**config.mk**
```make
export PLATFORM = sky130hd
export DESIGN_NAME = leb128_packer
export DESIGN_NICKNAME = d
export VERILOG_FILES = /design/src/rtl/leb128_packer.sv
export SDC_FILE = /design/constraint.sdc
export NUM_CORES = 1
export LEC_CHECK = 0
export CAP_MARGIN = 5
export CORE_ASPECT_RATIO = 1.75
export CORE_MARGIN = 2
export CORE_UTILIZATION = 28
export DETAILED_ROUTE_END_ITERATION = 6
export PLACE_DENSITY = 0.56
export SLEW_MARGIN = 20
export SYNTH_ARGS = -nofsm -noshare
export SYNTH_HDL_FRONTEND = slang
export SYNTH_SLANG_ARGS = --single-unit
```
**constraint.sdc**
```tcl
create_clock -name clk -period 3 [get_ports clk]
set_input_delay 0.3 -clock clk [delete_from_list [all_inputs] [get_ports clk]]
set_output_delay 0.3 -clock clk [all_outputs]
set_load 0.03 [all_outputs]
```
**src/rtl/leb128_packer.sv**
```systemverilog
// Streams a 32/64-bit integer operand out as signed LEB128 bytes, one per accepted cycle.
// Optional unsigned encoding is enabled by defining LEB128_UNSIGNED_EN (adds in_unsigned).
module leb128_packer #(
   parameter int LEN_W = 4
) (
   input  logic             clk,
   input  logic             reset,
   input  logic             in_valid,
   output logic             in_ready,
   input  logic [63:0]      in_data,
   input  logic [1:0]       in_type,
`ifdef LEB128_UNSIGNED_EN
   input  logic             in_unsigned,
`endif
   output logic             out_valid,
   input  logic             out_ready,
   output logic [7:0]       out_data,
   output logic             out_last,
   output logic [LEN_W-1:0] out_len,
   output logic             error
);

   typedef enum logic {IDLE, EMIT} state_t;

   state_t           state;
   state_t           state_nxt;
   logic [63:0]      value;
   logic [63:0]      loaded;
   logic [63:0]      shifted;
   logic [LEN_W-1:0] count;
   logic             uns_q;
   logic             uns_in;
   logic             error_q;
   logic             accept;
   logic             reject;
   logic             cont;

`ifdef LEB128_UNSIGNED_EN
   assign uns_in = in_unsigned;
`else
   assign uns_in = 1'b0;
`endif

   // Float operand types are refused outright: they pulse error and never leave IDLE.
   assign accept = in_valid && (state == IDLE) && !in_type[1];
   assign reject = in_valid && (state == IDLE) && in_type[1];

   always_comb begin
      loaded = in_data;
      if (!in_type[0]) begin
         if (uns_in)
            loaded = {32'h0, in_data[31:0]};
         else
            loaded = {{32{in_data[31]}}, in_data[31:0]};
      end
   end

   // The encoding terminates once the remaining value carries no information beyond the sign in bit 6.
   always_comb begin
      shifted = uns_q ? {7'h00, value[63:7]} : {{7{value[63]}}, value[63:7]};
      if (uns_q)
         cont = |shifted;
      else
         cont = !(((shifted == 64'h0) && !value[6]) || ((&shifted) && value[6]));
   end

   always_ff @(posedge clk or posedge reset) begin
      if (reset)
         state <= IDLE;
      else
         state <= state_nxt;
   end

   always_comb begin
      state_nxt = state;
      case (state)
         IDLE:    if (accept) state_nxt = EMIT;
         EMIT:    if (out_ready && !cont) state_nxt = IDLE;
         default: state_nxt = IDLE;
      endcase
   end

   always_ff @(posedge clk or posedge reset) begin
      if (reset) begin
         value   <= 64'h0;
         count   <= '0;
         uns_q   <= 1'b0;
         error_q <= 1'b0;
      end else begin
         error_q <= reject;
         if (accept) begin
            value <= loaded;
            count <= '0;
            uns_q <= uns_in;
         end else if ((state == EMIT) && out_ready && cont) begin
            value <= shifted;
            count <= count + LEN_W'(1);
         end
      end
   end

   always_comb begin
      in_ready  = (state == IDLE);
      out_valid = (state == EMIT);
      out_data  = out_valid ? {cont, value[6:0]} : 8'h00;
      out_last  = out_valid && !cont;
      out_len   = out_valid ? count + LEN_W'(1) : '0;
      error     = error_q;
   end

endmodule

```
==> out/results.tsv <==
metric	value	unit
remaining antenna violation count after routing	0	
fraction of synthesized cell area taken by the top area cell type	0.4795	
CP max stage delay	0.66	ns
critical path start-end classification	reg -> out	
library cell with the highest instance count after synthesis	dfrtp_1	
CTS Hold Bufs	0	
first-pass GRT wire length	19.07	mm
# resized after CTS	0	
period utilization	0.9683	
Post-Synthesis Net Count	446	
antenna violations before repair	0	
power per cell area	835.8	nW/um^2
min cycle time layout	2.905	ns
clock tree from TritonCTS	built	
fraction of met1 tracks used by global routing	0.1899	
final sum of negative setup slack	0	ns
Async S/R FF share, synth	1.000	
synth unique cells	33	
slowest stage cell on the critical path	or4_4	
vias	3434	
number of buffer and inverter instances along the worst setup path	1	
Worst-path clk slew	0.05	ns
number of warnings reported in the yosys synthesis log	0	
number of diodes added for antenna fixing	0	
full die area	14010	um^2
number of enable flip-flop cells after synthesis	0	
max-capacitance violation count	0	
drt pass-1 iters	4	
area overhead of the layout relative to synthesis	34.90	%
Final Hold Fails	0	
width of the die	90.35	um
cell area after placement	4659	um^2
Final Routed Wirelength	11.80	mm
total clock buffers created by CTS	9	
Finish-stage setup viols	0	
crit path DAT	2.60	ns
worst max-slew margin expressed relative to the limit	0.4894	
post-synthesis area per instance	9.743	um^2
master cell of the clock root buffer	clkbuf_16	
cell breakdown of the critical path	nor4_1, nand4_1, or4_4, and2_1, nor2_1, buf_12	
kind of path behind the tightest hold check	in -> async	
maximum clock rate	344.3	MHz
most heavily used metal layer in global routing	met2	
overall overflow remaining after global route	0	
Post-Syn Area	3654	um^2
maximum level of the CTS H-tree	3	
RSZ-0062 raised after global routing	no	
Leakage Power	1.992	nW
Post-Synthesis Cells	375	
top post-synthesis cells by count	70 x dfrtp_1, 44 x nand4_1, 43 x and2_1, 31 x a221o_1, 31 x nor2_1	
CP top delay family	simple AND/OR/NAND/NOR gates	
met3 Use GR	0.02228	
number of slew-limit violations in the final report	0	
endpoint type of the worst setup path	output port	
biggest fanout along the worst timing path	15	
worst path setup slack after routing	0.09513	ns
peak supply drop	0.2576	mV
Seq/Total Area, Yosys	0.4795	
cell taking the most area after synthesis	dfrtp_1	
area of the core	12870	um^2
final routed wire length divided by cell count	18.95	um
IO buf count	85	
main flop type after synthesis	dfrtp_1	
global-route track usage on met2	0.3208	
number of global-route vias before repair	3634	
routability congestion estimate	0.9061	
Layout Nets	519	
HPWL after detailed placement	8.827	mm
largest net degree at the start of global routing	39	
cell area after layout	4928	um^2
share of layout cells above drive strength 1	0.07080	
Site Rows	55	
drt first-iter violations	217	
buffer levels on the longest clock path	2	
clock insertion delay at the later pin of the skew report	0.33	ns
startpoint type of the worst setup path	flip-flop	
required time at the endpoint of the critical path	2.70	ns
die height	155.1	um
status	complete, no violations	
register bit total from synthesis	70	
dominant cells by area after synthesis	dfrtp_1 48%, a221o_1 8.5%, nand4_1 7.5%	
number of clock sinks	70	
Least-Margin Pin Slew	0.7630	ns
count of buffers added by post-CTS timing repair for setup	0	
DRC errors left	0	
effective utilization at floorplan	0.2839	
I/O pin cnt	86	
clock skew after layout	0.007200	ns
Via density	5.512	
worst slack after detailed placement	0.3187	ns
final core utilization	0.3830	
GRT Overall Usage	0.1736	
total power consumption of the routed design	4.119	mW
-- report_power, final --
group | switching [mW] | total (mW) | internal, mW
Clock | 0.371 | 0.971 | 0.599
Combinational | 0.614 | 1.26 | 0.649
Sequential | 0.532 | 1.89 | 1.35
Total | 1.52 | 4.12 | 2.60
-- worst reg2reg max path, cell delays in order (launching register included) --
cell,delay [ns]
dfrtp_1,0.43
nor4_1,0.40
nand4_1,0.15
or4_4,0.66
and3_2,0.34
buf_4,0.26
a221o_1,0.37
-- layer usage --
metal  vias up  wire, um
li1       1604         -
met1      1682      4338
met2       115      6536
met3        33       407
met4         0       520
met5         -         0
-- logic make-up (layout without fill, tap and decap cells) --
family,Yosys count,after routing,synth area share
compound gates,103,103,0.2147
buf+inv,40,117,0.05137
mux,3,3,0.008562
flops,70,70,0.4795
simple gates,156,156,0.2377
fa+ha+maj,1,1,0.003424
xor+xnor,2,2,0.004795
-- flip-flops by register name, indices dropped and copies added (netlist names) --
name       count
count          4
error          1
out_valid      1
value         64
-- cell type report --
type	instances	area [um^2]
multi-input cells	265	1727
fillers	1312	7940
flip-flops and latches	70	1752
well taps	171	214.0
clock buffers	14	264.0
repair buffers	97	948.4
inverters	5	18.77
clock inverters	1	5.005
-- metrics by stage --
step           hold WS [ns]  std cells
6_report             0.3209        623
4_1_cts              0.3289        623
2_1_floorplan        0.4598        375
3_5_place_dp         0.4863        608
5_1_grt              0.3663        623
3_3_place_gp         0.4895        608
-- path summary, 6_finish.rpt --
path                       startpoint        end  cells past startpoint  slack (ns)
max in group asynchronous       reset  value[27]                      3        1.94
min reg2reg                  value[4]   value[4]                      1        0.51
min                             reset   count[3]                      2        0.32
max reg2reg                 value[54]  value[29]                      6        0.28
max                         value[54]   out_last                      6         0.1
min in group clk             value[4]   value[4]                      1        0.51
-- cells in the final DEF, fill, tap and decap left out, types with 3 or more instances in the layout --
cell              n
and3_1            3
a211oi_1          3
o31ai_1          22
a21oi_1          30
clkdlybuf4s50_1  83
nand2_1          12
clkbuf_16         9
dfrtp_1          70
clkbuf_1          3
nand3_1           3
and2_1           43
inv_1             3
o221ai_1          7
nor4_1           17
nor2_1           31
buf_4            13
a221o_1          31
nand4_1          44
No activity file was read; power rests on OpenSTA's default activity.
